--- src/rtl/nibble_demux_loader.sv ---
// Nibble demultiplexer for manual SAP-1 RAM programming: routes address nibbles to the
// address register and packs data nibble pairs into bytes, strobing one RAM write per byte.
module nibble_demux_loader #(
    parameter bit         AUTO_INC   = 1'b1,
    parameter logic [3:0] ADDR_RESET = 4'h0
) (
    input  logic       clk,
    input  logic       clr_n,
    input  logic       in_valid,
    output logic       in_ready,
    input  logic       select,
    input  logic [3:0] in_data,
    output logic [3:0] addr_out,
    output logic [7:0] data_out,
    output logic       wr_en,
    output logic       resync
);

    typedef enum logic [1:0] {
        StWaitHi = 2'd0,
        StWaitLo = 2'd1,
        StWrite  = 2'd2
    } state_e;

    state_e     state_q, state_d;
    logic [3:0] hi_q, hi_d;
    logic [3:0] addr_q, addr_d;
    logic [7:0] data_q, data_d;
    logic       wr_en_q, wr_en_d;
    logic       resync_q, resync_d;
    logic       xfer;

    // Gated by clr_n so the source sees no acceptance while reset is held.
    assign in_ready = clr_n && (state_q != StWrite);
    assign xfer     = in_valid && in_ready;

    always_comb begin
        state_d  = state_q;
        hi_d     = hi_q;
        addr_d   = addr_q;
        data_d   = data_q;
        wr_en_d  = 1'b0;
        resync_d = 1'b0;
        case (state_q)
            StWaitHi: begin
                if (xfer) begin
                    if (select) begin
                        addr_d = in_data;
                    end else begin
                        hi_d    = in_data;
                        state_d = StWaitLo;
                    end
                end
            end
            StWaitLo: begin
                if (xfer) begin
                    if (select) begin
                        // Address mid-pair: the held high nibble is stale, drop it.
                        addr_d   = in_data;
                        hi_d     = 4'h0;
                        resync_d = 1'b1;
                        state_d  = StWaitHi;
                    end else begin
                        data_d  = {hi_q, in_data};
                        wr_en_d = 1'b1;
                        state_d = StWrite;
                    end
                end
            end
            StWrite: begin
                state_d = StWaitHi;
                if (AUTO_INC) begin
                    addr_d = addr_q + 4'd1;
                end
            end
            default: begin
                state_d = StWaitHi;
            end
        endcase
    end

    always_ff @(posedge clk or negedge clr_n) begin
        if (!clr_n) begin
            state_q  <= StWaitHi;
            hi_q     <= 4'h0;
            addr_q   <= ADDR_RESET;
            data_q   <= 8'h00;
            wr_en_q  <= 1'b0;
            resync_q <= 1'b0;
        end else begin
            state_q  <= state_d;
            hi_q     <= hi_d;
            addr_q   <= addr_d;
            data_q   <= data_d;
            wr_en_q  <= wr_en_d;
            resync_q <= resync_d;
        end
    end

    assign addr_out = addr_q;
    assign data_out = data_q;
    assign wr_en    = wr_en_q;
    assign resync   = resync_q;

    wr_en_single_a: assert property (@(posedge clk) disable iff (!clr_n) wr_en |=> !wr_en);
    resync_single_a: assert property (@(posedge clk) disable iff (!clr_n) resync |=> !resync);
    wr_not_ready_a: assert property (@(posedge clk) disable iff (!clr_n) wr_en |-> !in_ready);
    wr_resync_excl_a: assert property (@(posedge clk) disable iff (!clr_n) !(wr_en && resync));

endmodule
--- config.mk ---
export PLATFORM = sky130hd
export DESIGN_NAME = nibble_demux_loader
export DESIGN_NICKNAME = d
export VERILOG_FILES = /design/src/rtl/nibble_demux_loader.sv
export SDC_FILE = /design/constraint.sdc
export NUM_CORES = 1
export LEC_CHECK = 0
export CORE_MARGIN = 5
export CORE_UTILIZATION = 50
export DETAILED_ROUTE_END_ITERATION = 16
export GPL_ROUTABILITY_DRIVEN = 0
export GPL_TIMING_DRIVEN = 0
export PLACE_DENSITY_LB_ADDON = 0.12
export SLEW_MARGIN = 10
export SYNTH_ARGS = -nofsm -noshare
export SYNTH_HDL_FRONTEND = slang
export SYNTH_SLANG_ARGS = --single-unit
--- constraint.sdc ---
create_clock -name clk -period 5.1 [get_ports clk]
set_clock_uncertainty 0.2 [all_clocks]
set_input_delay 1.02 -clock clk [delete_from_list [all_inputs] [get_ports clk]]
set_output_delay 1.02 -clock clk [all_outputs]
set_load 0.03 [all_outputs]
Yosys cells after proc, flatten, opt, wreduce, memory -nomap -nowiden
Cells that the tools add are included.
Storage, ports and cells
  bits in read-only memories: 0
  RAM bits: 0
  input bits: 8
  logic and storage cells: 46
  memories: 0
  output and inout port bits: 15
  register bits after elaboration: 20
  latch bits: 0
Cells by class
  shift operators: 0
  eq/ne operators: 9
  bitwise operators: 1
  magnitude comparators: 0
  divide/modulo/power cells: 0
  $add $sub $neg: 1
  reductions and logical operators: 10
  multipliers: 0
  mux-type cells: 19
Operators with widths (count)
  4-bit two-way mux: 6
  4-bit case mux with 2 select lines: 2
  2-bit != test (second input constant): 5
  3-bit AND reduction: 3
  2-bit two-way mux: 4
  1-bit two-way mux: 6
  5-bit AND reduction: 1
  4-bit by 1-bit adder with 4-bit output (second input constant): 1
  2-bit by 1-bit != test with 1-bit output (second input constant): 2
  2-bit case mux with 2 select lines: 1
  2-bit nonzero test: 2
  2-bit by 1-bit == test with 1-bit output (second input constant): 1
  2-bit == test (second input constant): 1
  1-bit logical AND: 2
  2-bit logical NOT: 1
  2-bit OR reduction: 1
  1-bit NOT: 1

Logic depth before layout (Yosys ltp)
Gate-level depths: netlist of the first run.
  depth in word-level cells: 5
  mapped depth: 4
  depth with buffers taken out: 4

Least setup slack after synthesis of the first run
OpenSTA, ideal clock, no wires.
  path kind: input to output
  from: input clr_n
  to: output in_ready
  buffers on the path: 0
  required time: 3880 ps
  arrival: 1296 ps
  stages: 1
  path slack: 2584 ps
  path through: and2_1
On the way
  word-level cells in the longest chain between the ends: 1
Ends and longest elaborated chain
  from (decl): line 8  | input logic clr_n,
  1-bit logical AND: line 34  | assign in_ready = clr_n && (state_q != StWrite);
  to (decl): line 10  | output logic in_ready,
Every way passes these cells.

Worst setup path in the final report of the first run
Ends and elaborated chain as after synthesis.

==> results of run 1 <==
-- worst max-delay path by stage --
stage,start,to,slack [ns],depth (start not counted)
final,clr_n,in_ready,0.83,3
after global routing,clr_n,in_ready,0.64,3
after CTS,clr_n,in_ready,0.77,3
after detailed placement,clr_n,in_ready,0.78,3
after global placement,clr_n,in_ready,0.79,3
after floorplan,clr_n,in_ready,2.58,1
-- logic make-up (layout without fill, tap and decap cells) --
logic type / after synthesis / after routing
AOI/OAI and AO/OA: 2 / 2
xor gates and xnor gates: 3 / 3
adders and majority gates: 1 / 1
buffers and inverters: 5 / 30
DFF: 20 / 20
muxes: 15 / 15
and+or+nand+nor: 26 / 26
-- layer usage --
metal,vias to the layer above,wire [microns]
li1,296,-
met1,296,750
met2,22,755
met3,5,108
met4,0,40
met5,-,0
-- through the flow --
step	instance area [sq um]	utilization	hold WS, ns
after global placement	1140	0.667	0.290
after floorplan	888	-	0.279
final	1160	0.681	0.313
after global routing	1160	0.681	0.343
after CTS	1160	0.681	0.317
after detailed placement	1140	0.667	0.293
-- area by class of cell --
cell class / instances / share of cell area
buffer: 1 / 0.00323
clock buffer: 3 / 0.0194
inverter: 4 / 0.0129
multi-input combinational: 47 / 0.318
sequential: 20 / 0.431
tap: 25 / 0.0269
timing repair buffer: 22 / 0.189
-- where the power goes --
group / internal, mW / switching [mW] / leakage, nW
sequential: 0.219 / 0.0386 / 0.248
combinational: 0.130 / 0.150 / 0.253
clock: 0.0275 / 0.0451 / 0.0138
total: 0.376 / 0.233 / 0.515
-- registers in the layout, indices dropped and copies added (netlist names) --
register	flops
addr_out	4
data_out	8
hi_q	4
resync	1
state_q	2
wr_en	1
-- cell usage in the layout (no fill, tap or decap) --
| master | count |
|---|---|
| mux2i_1 | 7 |
| dfrtp_1 | 20 |
| a211oi_1 | 1 |
| nand2b_1 | 1 |
| clkbuf_1 | 1 |
| and2_1 | 2 |
| nand4b_1 | 1 |
| clkbuf_4 | 3 |
| nor3_1 | 3 |
| and4b_1 | 1 |
| mux2_2 | 8 |
| nor3_2 | 1 |
| nand2b_4 | 1 |
| nand2_1 | 7 |
| inv_1 | 4 |
| clkdlybuf4s50_1 | 22 |
| o22ai_1 | 1 |
| and2b_1 | 1 |
| nor3_4 | 1 |
| xor2_1 | 3 |
| nor2_1 | 4 |
| ha_1 | 1 |
| nand3_1 | 3 |
==> results.json, run 1 <==
{
  "outcome": "finished clean",
  "synthCells": 72,
  "finalCriticalPeriod_ns": 4.27,
  "cts_max_path_buffers": 2,
  "fin_crit_sh": 0.837,
  "synth-compound-area-share": 0.0155,
  "dp_cells": 119,
  "syn_area_per_cell_sq_um": 12.3,
  "cts.sinks": 20,
  "rsz0062_at_grt": "false",
  "grt_pass1_wl_microns": 2920,
  "worstPathRequired_ns": 3.88,
  "worst-path-max-fanout": 24,
  "grt_usage": 0.149,
  "peakVddDrop_v": 0.000237,
  "synth.most_common_cell": "dfrtp_1",
  "slowest_stage": "clkdlybuf4s50_1",
  "drtAntennaViolNets": 0,
  "crit_family": "buffers and inverters",
  "chipWidth_microns": 52.2,
  "port_buffers": 22,
  "cts_setup_buffers": 0,
  "yosys.cell_types.count": 21,
  "cap_violations": 0,
  "multiInputGateArea_sq_um": 369,
  "synthFlopType": "dfrtp_1",
  "drive_above_1_share": 0.144,
  "power_mw": 0.610,
  "wirelength_microns": 1650,
  "min_from": "data_out[5]",
  "synthXorXnorAreaFrac": 0.0296,
  "total_leakage_power_nw": 0.515,
  "fin_cells": 122,
  "synth_nets": 81,
  "synth-simple-area-share": 0.176,
  "met3_usage": 0.0430,
  "drcViolationCount": 0,
  "timing_hold_violations_final": 0,
  "yosysWarnings": 0,
  "post-dp-hpwl_microns": 1230,
  "worstHoldEndpoint": "data_out[5]",
  "synth_common_cells": "dfrtp_1 (20), mux2_2 (8), mux2i_1 (7), nand2_1 (7)",
  "crit_type": "input pin to output port",
  "reg2reg_from": "state_q[1]",
  "ys_seq_elements": 20,
  "antenna_found_initial": 0,
  "io_pins": 23,
  "max_stage_delay_ns": 1.10,
  "area_growth_pct": 30.8,
  "synth_top_family_by_area": "multiplexers",
  "cts_buffers": 3,
  "path_common_cell": "clkdlybuf4s50_1",
  "end_kind": "output port",
  "r2r_end": "data_out[6]",
  "synthArstFlopShare": 1.00,
  "fin_ws_ns": 0.832,
  "fillers": 136,
  "hp-class": "register to register",
  "powerDensity_nw_per_um2": 524,
  "crit_buf_inv": 2,
  "cts_tree": "done",
  "grtUsageMet1": 0.197,
  "critical_path.cell_chain": "clkdlybuf4s50_1 -> and2_1 -> clkdlybuf4s50_1",
  "synth-edff-count": 0,
  "yosys.area_share.adder": 0.0141,
  "h-tree-depth": 1,
  "die_area_sq_um": 2720,
  "met2_usage": 0.226,
  "syn_area_sq_um": 888,
  "num_rows": 15,
  "diodes": 0,
  "via_per_inst": 5.07,
  "clock_latency_ns": 0.29,
  "synthDominantCellAreaShare": 0.563,
  "critical_path.startpoint_type": "input pin",
  "final_nets": 108,
  "slew_headroom": 0.362,
  "hold_buffers": 0,
  "start_util": 0.520,
  "min_path_cells": 1,
  "cp.arrival_ns": 3.05,
  "ys_seq_area_frac": 0.563,
  "drt_pre_antenna_iters": 4,
  "cts_resized": 0,
  "final.setup.tns_ns": 0,
  "core_area_sq_um": 1710,
  "muxShareOfSynthArea": 0.180,
  "vias": 619,
  "reg2reg_depth": 3,
  "grt_pass1_vias": 620,
  "slew_violations": 0,
  "drt_iter0_markers": 6,
  "ys_top_cells_by_area": "dfrtp_1 (56%), mux2_2 (10%), mux2i_1 (7.9%)",
  "overflow": 0,
  "root_buffer": "clkbuf_4",
  "yosys.area.top_type": "dfrtp_1",
  "setup_viol": 0,
  "seq_area_sq_um": 500,
  "path_clk_slew_ns": 0.10,
  "rrSetupSlack_ns": 3.32,
  "post_drt_wl_per_cell_microns": 13.6,
  "grt_max_degree": 25,
  "pre_cts_slack_ns": 0.775,
  "worstMarginPinSlew_ns": 0.955,
  "die_h_microns": 52.2,
  "top_usage_layer": "met2",
  "max_freq_ghz": 0.234
}
Note: power is estimated with default switching activity, not from simulation.
==> inputs of run 2 (changes only) <==
CORE_UTILIZATION = 42   (was 50)
clock period = 3.9 ns   (was 5.1 ns; I/O delays follow)
==> results.json, run 2 (same netlist as run 1, synthesis figures left out) <==
{
  "hold_buffers": 0,
  "dp_cells": 121,
  "start_util": 0.448,
  "reg2reg_depth": 3,
  "worstPathRequired_ns": 2.92,
  "rsz0062_at_grt": "false",
  "cap_violations": 0,
  "drcViolationCount": 0,
  "drtAntennaViolNets": 0,
  "grt_max_degree": 25,
  "cts_buffers": 3,
  "worstHoldEndpoint": "data_out[5]",
  "total_leakage_power_nw": 0.538,
  "min_path_cells": 1,
  "cts.sinks": 20,
  "worstMarginPinSlew_ns": 0.961,
  "chipWidth_microns": 56.0,
  "final_area_sq_um": 1200,
  "final_nets": 108,
  "rrSetupSlack_ns": 2.11,
  "placed_area_sq_um": 1140,
  "area_growth_pct": 34.8,
  "r2r_end": "data_out[6]",
  "max_freq_ghz": 0.296,
  "min_from": "data_out[5]",
  "final.setup.tns_ns": 0,
  "grt_usage": 0.109,
  "path_clk_slew_ns": 0.11,
  "worst-path-max-fanout": 24,
  "outcome": "finished clean",
  "drt_iter0_markers": 4,
  "hp-class": "register to register",
  "overflow": 0,
  "slew_violations": 0,
  "die_h_microns": 56.0,
  "setup_viol": 0,
  "fin_cells": 125,
  "cts_resized": 0,
  "post_drt_wl_per_cell_microns": 12.8,
  "wirelength_microns": 1600,
  "slew_headroom": 0.358,
  "critical_path.startpoint_type": "input pin",
  "peakVddDrop_v": 0.000405,
  "h-tree-depth": 1,
  "vias": 610,
  "cts_tree": "done",
  "reg2reg_from": "state_q[1]",
  "end_kind": "output port",
  "drt_pre_antenna_iters": 3,
  "grt_pass1_wl_microns": 2730,
  "power_mw": 0.869,
  "largest_reg_flops": 8,
  "root_buffer": "clkbuf_4",
  "post-dp-hpwl_microns": 1190,
  "die_area_sq_um": 3130,
  "diodes": 0,
  "grt_pass1_vias": 595,
  "via_per_inst": 4.88,
  "num_rows": 16,
  "cp.arrival_ns": 2.40,
  "final_cell_mix": "clkdlybuf4s50_1 (21), dfrtp_1 (20), mux2_2 (8), nand2_1 (7), mux2i_1 (7)",
  "cts_setup_buffers": 0,
  "core_area_sq_um": 1980,
  "cts_max_path_buffers": 2,
  "clock_latency_ns": 0.30,
  "timing_hold_violations_final": 0,
  "fin_crit_sh": 0.866,
  "drive_above_1_share": 0.153,
  "fillers": 167,
  "finalCriticalPeriod_ns": 3.38,
  "antenna_found_initial": 0,
  "crit_type": "input pin to output port",
  "port_buffers": 22,
  "io_pins": 23,
  "final_common_cell": "clkdlybuf4s50_1",
  "powerDensity_nw_per_um2": 726
}
[run 2: cell count changes in the layout (fill, tap and decap cells not counted)]
cell and delta:
dlymetal6s2s_1 +1, bufinv_16 +1, clkdlybuf4s50_1 -1
[run 2: critical path, cell delays in order]
cell and delay (ns):
dlymetal6s2s_1 0.71, and2_1 0.23, clkdlybuf4s50_1 0.67
[run 2: stage by stage]
step,setup WS (ns),hold slack (ns),utilization
after floorplan,1.86,0.279,-
after global placement,0.0543,0.287,0.576
after detailed placement,0.0432,0.292,0.576
after CTS,0.0393,0.320,0.603
after global routing,0.326,0.340,0.604
final,0.521,0.316,0.604
[run 2: report_power, final]
part / total [mW] / switching (mW) / internal [mW]
Sequential: 0.336 / 0.0503 / 0.286
Clock: 0.169 / 0.0649 / 0.104
Combinational: 0.365 / 0.194 / 0.171
[run 2: worst max-delay path by stage]
stage                     cells after the start  slack (ns)        to   from
after floorplan                               1        1.86  in_ready  clr_n
after global placement                        3        0.05  in_ready  clr_n
after detailed placement                      3        0.04  in_ready  clr_n
after CTS                                     3        0.04  in_ready  clr_n
after global routing                          3        0.33  in_ready  clr_n
final                                         3        0.52  in_ready  clr_n
[run 2: area by class of cell]
class                   instances  area (sq um)  area share
multi-input cells              47           369       0.308
plain buffers                   1          3.75     0.00313
inverters                       4          15.0      0.0125
well taps                      27          33.8      0.0282
repair buffers                 22           223       0.186
clock inverters                 1          30.0      0.0251
clock buffers                   3          22.5      0.0188
flip-flops and latches         20           500       0.418
[run 2: routing by layer]
layer  global-route usage  wire (microns)
met4               0.0407               0
met2                0.157             752
met5                    0               0
met1                0.155             763
met3               0.0278              82
==> inputs of run 3 (changes only) <==
--- a/constraint.sdc
+++ b/constraint.sdc
@@ -4,2 +4,2 @@
 set_output_delay 0.78 -clock clk [all_outputs]
-set_load 0.03 [all_outputs]
+set_load 0.02 [all_outputs]
==> results of run 3 <==
Same layout as run 2 (identical final DEF). Status: finished clean.
Main changes from that run: setup slack after placement 0.0432 ns -> 0.110 ns; setup slack after layout 0.521 ns -> 0.588 ns; total power 0.869 mW -> 0.826 mW; worst IR drop on VDD 0.000405 V -> 0.000402 V
